File: src/rtl/histogram_frame_sequencer.sv
// Frame-level sequencer for the pixel histogram block: raster-scans the binary frame buffer,
// runs the histogram readout and reduces the streamed x/y bins to a peak index and count per axis.
module histogram_frame_sequencer #(
  parameter int unsigned IMWIDTH  = 240,
  parameter int unsigned IMHEIGHT = 180,
  parameter int unsigned ADDR_W   = 16
) (
  input  logic              clk,
  input  logic              reset,
  input  logic              start,
  output logic              busy,
  output logic              done,
  output logic [ADDR_W-1:0] pixAddr,
  input  logic              pixRdData,
  output logic [7:0]        xAddress,
  output logic [7:0]        yAddress,
  output logic              pixelData,
  output logic              startHistogram,
  output logic              readHistogram,
  input  logic [7:0]        xHistogramIn,
  input  logic [7:0]        yHistogramIn,
  input  logic              xValidIn,
  input  logic              yValidIn,
  output logic [7:0]        xPeak,
  output logic [7:0]        yPeak,
  output logic [7:0]        xPeakCount,
  output logic [7:0]        yPeakCount
);

  // READ lasts RD_LEN+1 cycles: RD_LEN with readHistogram high, plus one to catch the last beat
  localparam int unsigned RD_LEN   = ((IMWIDTH > IMHEIGHT) ? IMWIDTH : IMHEIGHT) + 1;
  localparam int unsigned RD_CNT_W = 9;

  typedef enum logic [2:0] {
    ST_IDLE  = 3'd0,
    ST_SCAN  = 3'd1,
    ST_DRAIN = 3'd2,
    ST_READ  = 3'd3,
    ST_DONE  = 3'd4
  } state_e;

  state_e state_q, state_d;

  logic [7:0]          x_q, x_d, y_q, y_d;
  logic [ADDR_W-1:0]   addr_q, addr_d;
  logic [7:0]          xa_q, xa_d, ya_q, ya_d;
  logic                hist_en_q, hist_en_d;
  logic                drain_q, drain_d;
  logic [RD_CNT_W-1:0] rd_cnt_q, rd_cnt_d;
  logic                rd_en_q, rd_en_d;
  logic                busy_q, busy_d, done_q, done_d;
  logic [7:0]          x_max_q, x_max_d, x_idx_q, x_idx_d, x_bin_q, x_bin_d;
  logic [7:0]          y_max_q, y_max_d, y_idx_q, y_idx_d, y_bin_q, y_bin_d;
  logic [7:0]          x_peak_q, x_peak_d, x_cnt_q, x_cnt_d;
  logic [7:0]          y_peak_q, y_peak_d, y_cnt_q, y_cnt_d;

  logic last_pix;
  assign last_pix = (x_q == 8'(IMWIDTH - 1)) && (y_q == 8'(IMHEIGHT - 1));

  // State register
  always_ff @(posedge clk or posedge reset) begin
    if (reset) state_q <= ST_IDLE;
    else       state_q <= state_d;
  end

  // Next-state logic
  always_comb begin
    state_d = state_q;
    case (state_q)
      ST_IDLE:  if (start)    state_d = ST_SCAN;
      ST_SCAN:  if (last_pix) state_d = ST_DRAIN;
      ST_DRAIN: if (drain_q)  state_d = ST_READ;
      ST_READ:  if (rd_cnt_q == RD_CNT_W'(RD_LEN)) state_d = ST_DONE;
      ST_DONE:  state_d = ST_IDLE;
      default:  state_d = ST_IDLE;
    endcase
  end

  // Output and datapath next values, registered below
  always_comb begin
    x_d       = '0;
    y_d       = '0;
    addr_d    = '0;
    xa_d      = x_q;
    ya_d      = y_q;
    hist_en_d = (state_q == ST_SCAN);
    drain_d   = 1'b0;
    rd_cnt_d  = '0;
    busy_d    = (state_d != ST_IDLE);
    done_d    = (state_d == ST_DONE);
    x_max_d   = x_max_q;
    x_idx_d   = x_idx_q;
    x_bin_d   = x_bin_q;
    y_max_d   = y_max_q;
    y_idx_d   = y_idx_q;
    y_bin_d   = y_bin_q;
    x_peak_d  = x_peak_q;
    x_cnt_d   = x_cnt_q;
    y_peak_d  = y_peak_q;
    y_cnt_d   = y_cnt_q;

    if (state_q == ST_SCAN && state_d == ST_SCAN) begin
      addr_d = addr_q + ADDR_W'(1);
      if (x_q == 8'(IMWIDTH - 1)) begin
        x_d = '0;
        y_d = y_q + 8'(1);
      end else begin
        x_d = x_q + 8'(1);
        y_d = y_q;
      end
    end

    if (state_q == ST_DRAIN) drain_d  = ~drain_q;
    if (state_q == ST_READ)  rd_cnt_d = rd_cnt_q + RD_CNT_W'(1);
    rd_en_d = (state_d == ST_READ) && (rd_cnt_d < RD_CNT_W'(RD_LEN));

    if (state_d == ST_READ && state_q != ST_READ) begin
      x_max_d = '0; x_idx_d = '0; x_bin_d = '0;
      y_max_d = '0; y_idx_d = '0; y_bin_d = '0;
    end

    // Strict compare keeps the lowest index on ties; bin index counts valid beats only
    if (state_q == ST_READ) begin
      if (xValidIn) begin
        if (xHistogramIn > x_max_q) begin
          x_max_d = xHistogramIn;
          x_idx_d = x_bin_q;
        end
        x_bin_d = x_bin_q + 8'(1);
      end
      if (yValidIn) begin
        if (yHistogramIn > y_max_q) begin
          y_max_d = yHistogramIn;
          y_idx_d = y_bin_q;
        end
        y_bin_d = y_bin_q + 8'(1);
      end
    end

    if (state_q == ST_READ && state_d == ST_DONE) begin
      x_peak_d = x_idx_d;
      x_cnt_d  = x_max_d;
      y_peak_d = y_idx_d;
      y_cnt_d  = y_max_d;
    end else if (state_q == ST_IDLE && state_d == ST_SCAN) begin
      x_peak_d = '0;
      x_cnt_d  = '0;
      y_peak_d = '0;
      y_cnt_d  = '0;
    end
  end

  // Datapath and output registers
  always_ff @(posedge clk or posedge reset) begin
    if (reset) begin
      x_q       <= '0;
      y_q       <= '0;
      addr_q    <= '0;
      xa_q      <= '0;
      ya_q      <= '0;
      hist_en_q <= 1'b0;
      drain_q   <= 1'b0;
      rd_cnt_q  <= '0;
      rd_en_q   <= 1'b0;
      busy_q    <= 1'b0;
      done_q    <= 1'b0;
      x_max_q   <= '0;
      x_idx_q   <= '0;
      x_bin_q   <= '0;
      y_max_q   <= '0;
      y_idx_q   <= '0;
      y_bin_q   <= '0;
      x_peak_q  <= '0;
      x_cnt_q   <= '0;
      y_peak_q  <= '0;
      y_cnt_q   <= '0;
    end else begin
      x_q       <= x_d;
      y_q       <= y_d;
      addr_q    <= addr_d;
      xa_q      <= xa_d;
      ya_q      <= ya_d;
      hist_en_q <= hist_en_d;
      drain_q   <= drain_d;
      rd_cnt_q  <= rd_cnt_d;
      rd_en_q   <= rd_en_d;
      busy_q    <= busy_d;
      done_q    <= done_d;
      x_max_q   <= x_max_d;
      x_idx_q   <= x_idx_d;
      x_bin_q   <= x_bin_d;
      y_max_q   <= y_max_d;
      y_idx_q   <= y_idx_d;
      y_bin_q   <= y_bin_d;
      x_peak_q  <= x_peak_d;
      x_cnt_q   <= x_cnt_d;
      y_peak_q  <= y_peak_d;
      y_cnt_q   <= y_cnt_d;
    end
  end

  assign busy           = busy_q;
  assign done           = done_q;
  assign pixAddr        = addr_q;
  assign xAddress       = xa_q;
  assign yAddress       = ya_q;
  assign pixelData      = pixRdData;
  assign startHistogram = hist_en_q;
  assign readHistogram  = rd_en_q;
  assign xPeak          = x_peak_q;
  assign yPeak          = y_peak_q;
  assign xPeakCount     = x_cnt_q;
  assign yPeakCount     = y_cnt_q;

endmodule

File: config.mk
export PLATFORM = sky130hd
export DESIGN_NAME = histogram_frame_sequencer
export DESIGN_NICKNAME = d
export VERILOG_FILES = /design/src/rtl/histogram_frame_sequencer.sv
export SDC_FILE = /design/constraint.sdc
export NUM_CORES = 1
export LEC_CHECK = 0
export BUFFER_PORTS_ARGS = -buffer_cell sky130_fd_sc_hd__clkbuf_2
export CAP_MARGIN = 10
export CORE_ASPECT_RATIO = 1.4
export CORE_MARGIN = 2
export CORE_UTILIZATION = 50
export DETAILED_ROUTE_END_ITERATION = 8
export PLACE_DENSITY = 0.71
export SLEW_MARGIN = 40
export SYNTH_ARGS = -nofsm -noshare
export SYNTH_HDL_FRONTEND = slang
export SYNTH_SLANG_ARGS = --single-unit
File: constraint.sdc
create_clock -name clk -period 5.9 [get_ports clk]
set_input_delay 1.18 -clock clk [delete_from_list [all_inputs] [get_ports clk]]
set_output_delay 1.18 -clock clk [all_outputs]
set_load 0.02 [all_outputs]
* Word level (Yosys, flattened, before mapping) *
Index checks and enable logic that the tools add are counted.
Widths: inputs -> output; s select.

word-level totals
  flip-flop bits (word level) = 145
  input bits = 22
  output and inout port bits = 69
  logic and storage cells = 91

cells by class
  $add $sub $neg = 6
  magnitude comparators = 3
  equality and inequality tests = 11
  mux-type cells = 39
  bitwise logic cells = 1
  reduce and logical (&&, ||, !) cells = 9

operators with widths
  kind                   count
  $mux 8                 31
  $add 8x1->8 const B    4
  $add 16x1->16 const B  1
  $eq 8x8->1 const B     2
  $gt 8x8->1             2
  $mux 16                1
  $mux 3                 4
  $pmux 3 s4             1
  $add 9x1->9 const B    1
  $eq 3x2->1 const B     3
  $eq 9x8->1 const B     1
  $lt 9x8->1 const B     1
  $mux 9                 1
  $eq 3x1->1 const B     2
  $logic_and 1x1->1      6
  $eq 3x3->1 const B     1
  $logic_not 3->1        1
  $ne 3x2->1 const B     1
  $reduce_bool 3->1      1
  $ne 2x2->1 const B     1
  $reduce_bool 2->1      1
  $mux 1                 1
  $not 1->1              1

* Depth between registers and ports, before layout *
  depth in word-level cells = 11
  depth in mapped cells = 9
  mapped depth without buffers = 7

* Worst setup path before layout *
OpenSTA, ideal clock, no wires.

  path type = input to register
  start point = input xHistogramIn[5]
  end point = register x_max_q[0]
  setup time = 121 ps
  arrival = 2624 ps
  data required time = 5779 ps
  slack = 3155 ps
  stages on the path = 7
  path buffers = 1
  path through = ha_1 a211oi_1 nor2_1 o31ai_2 nor2_4 buf_2 a22o_1

on the way
  word-level cells in the longest chain between the ends = 4

RTL lines
  item                  RTL line  source
  start, declared       20        input logic [7:0] xHistogramIn,
  $gt 8x8->1            125       if (xHistogramIn > x_max_q) begin
  $mux 8                125
  $mux 8                124       if (xValidIn) begin
  $mux 8                123       if (state_q == ST_READ) begin
  net x_max_d[0]        52        logic [7:0] x_max_q, x_max_d, x_idx_q, x_idx_d, x_bin_q, x_bin_d;
  end signal, assigned  189       x_max_q <= x_max_d;
  end, declared         52

The timed path passes the listed nets, and every way through them passes these cells.
A chain may end at the register's enable or synchronous reset.

* Worst setup path in the final report *
  start point = input yHistogramIn[3]
  end point = register y_idx_q[6]

on the way
  word-level cells in the longest chain between the ends = 4

RTL lines
  item                  RTL line  source
  start, declared       21        input logic [7:0] yHistogramIn,
  $gt 8x8->1            132       if (yHistogramIn > y_max_q) begin
  $mux 8                132
  $mux 8                131       if (yValidIn) begin
  $mux 8                123
  net y_idx_d[6]        53        logic [7:0] y_max_q, y_max_d, y_idx_q, y_idx_d, y_bin_q, y_bin_d;
  end signal, assigned  193       y_idx_q <= y_idx_d;
  end, declared         53

The timed path passes the listed nets, and every way through them passes these cells.

==> reports/metrics.yaml <==
antenna_found_initial: 0
r2r_slack_ns: 3.10
layout-drive-gt1-share_pct: 20.6
core_um2: 13300
power_density_nw_per_um2: 269
area_growth_pct: 17.2
htreeDepth: 4
slowest_delay_ns: 0.71
numPortBuffers: 88
ir_worst_vdd_uv: 199
initial_core_util_pct: 50.9
max_freq_mhz: 330
wl_um: 15000
cts_tree: "yes"
nets: 778
grt_first_pass_wirelength_um: 25000
period_minus_slack_ns: 3.03
ant_nets: 0
drc_errors: 0
cts_resized: 0
outcome: "complete, no violations"
cts_buffer_depth: 2
yosysSeqAreaShare_pct: 53.5
drv_slew: 0
setup_slack_ns: 2.87
post_cts_buffers: 0
first_pass_iters: 4
largest_reg_flops: 16
drtIter0Drc: 219
io_pins: 91
worst_pin_slew_ns: 0.825
grt_pass1_vias: 5185
wl_per_cell_um: 16.1
avgViaCountPerCell: 5.70
synth_area_leaders: "dfrtp_1 54%, nand2_1 4.8%, ha_1 4.2%, nor2_1 3.7%, nand4_1 3.4%"
antenna_cells: 0
place_area_um2: 7320
via_count: 5291
crit_slowest_cell: "o31a_1"
finalNonFillerCells: 928
cts_sinks: 145
rows: 50
clk_latency_ns: 0.42
gp_congestion: 0.832
ctsHoldBuffers: 0
max_slew_margin_pct: 45.0
critPathMaxFanout: 20
hold_depth: 0
skew_ns: 0.00670
hold_viol: 0
grt_overflow: 0
yosys_warnings: 0
cp.required_ns: 6.20
worstSetupPathType: "in2reg"
min_path_type: "reg2reg"
grtUsageTotal_pct: 21.8
synth_area_um2: 6780
crit_chain: "clkbuf_2, ha_1, and4_1, a21oi_1, o31a_1, a21oi_2, a22o_1"
ys_types: 48
rr_worst_depth: 7
dp.cells: 895
leakage_nw: 3.60
arrival_ns: 3.33
clkTransAtPathRegs_ns: 0.06
crit_cells: 7
tns_ns: 0
period_share_pct: 51.4
ys_ff_latch: 145
endpoint_kind: "flop"
yosys.area.top_type: "dfrtp_1"
cts_inserted_buffers: 17
synth_top_area_share_pct: 53.5
whs_ns: 0.417
place_hpwl_um: 9690
fp.dieW_um: 102
avgSynthCellArea_um2: 10.4
worst_setup_path_start_kind: "input pin"
rsz0062_at_grt: "false"
cts-root-buf: "clkbuf_16"
fin_area_um2: 7950
path_buf_inv: 1
drv_cap: 0
dp_slack_ns: 2.28
die_h_um: 142
critPathTopFamily: "compound AO/OA/AOI/OAI gates"
finish.utilization_pct: 59.6
p_total_mw: 2.14
netlist_instances: 652
die_area_um2: 14500
synth_nets: 697
setup_viol: 0
grt_max_degree: 91
## Yosys cell counts (all sizes together)
cell     instances
a211oi           2
a21oi           17
a22o            26
a311oi           2
a31oi            1
and2             1
and3            13
and4             5
and4bb           2
buf             28
clkbuf           6
dfrtp          145
ha              23
inv             23
mux2i            1
nand2           87
nand2b           1
nand3           28
nand3b           1
nand4           37
nand4b           3
nand4bb          2
nor2            68
nor2b            4
nor3             8
nor4             2
nor4b            1
nor4bb           1
o211ai          34
o21ai           31
o22ai            1
o31a             2
o31ai            4
or2              1
or3              2
or4b             1
xnor2           13
xor2            25
## per-layer routing
layer / GRT usage (%) / wire length (um) / vias up
met5: 0 / 0 / -
met4: 8.56 / 302 / 0
met3: 4.73 / 715 / 25
met2: 35.3 / 7670 / 140
met1: 28.4 / 6290 / 2650
li1: - / - / 2476
## final cells by class
class	instances	area (um^2)
fill	1131	5380
sequential	145	3630
multi-input combinational	450	2890
timing repair buffer	96	504
clock buffer	19	443
tap	182	228
clock inverter	13	160
inverter	23	93.8
## logic make-up after synthesis
| group | share of synthesized area, % |
|---|---|
| AOI/OAI and AO/OA | 12.9 |
| adders and majority gates | 4.24 |
| buffers and inverters | 4.35 |
| muxes | 0.148 |
| and+or+nand+nor | 19.9 |
| xor gates and xnor gates | 4.91 |
| DFF | 53.5 |
## worst paths after layout
path / from / endpoint
max in group asynchronous: reset / pixAddr[1]$_DFF_PP0_
worst min-delay path: x_q[1]$_DFF_PP0_ / xAddress[1]$_DFF_PP0_
worst min register to register: x_q[1]$_DFF_PP0_ / xAddress[1]$_DFF_PP0_
worst max register to register: state_q[0]$_DFF_PP0_ / xPeak[4]$_DFFE_PP0P_
worst max-delay path: yHistogramIn[3] / y_idx_q[6]$_DFF_PP0_
min in group asynchronous: reset / startHistogram$_DFF_PP0_
## report_power, final
group	switching (mW)	internal [mW]	leakage (nW)
clock network	0.416	0.676	0.293
logic	0.0382	0.0140	1.50
registers	0	0.995	1.80
total	0.454	1.69	3.60
## layout by cell type (no fill, tap or decap), types with 22 or more instances in the layout
| master | Yosys | final |
|---|---|---|
| o211ai_1 | 24 | 24 |
| inv_1 | 23 | 22 |
| nand3_1 | 28 | 28 |
| clkbuf_2 | 0 | 88 |
| o21ai_0 | 30 | 30 |
| dfrtp_1 | 145 | 145 |
| a22o_1 | 26 | 26 |
| ha_1 | 23 | 23 |
| nand4_1 | 37 | 37 |
| xor2_1 | 25 | 25 |
| nor2_1 | 66 | 66 |
| nand2_1 | 87 | 86 |
No activity file was read; power rests on OpenSTA's default activity.
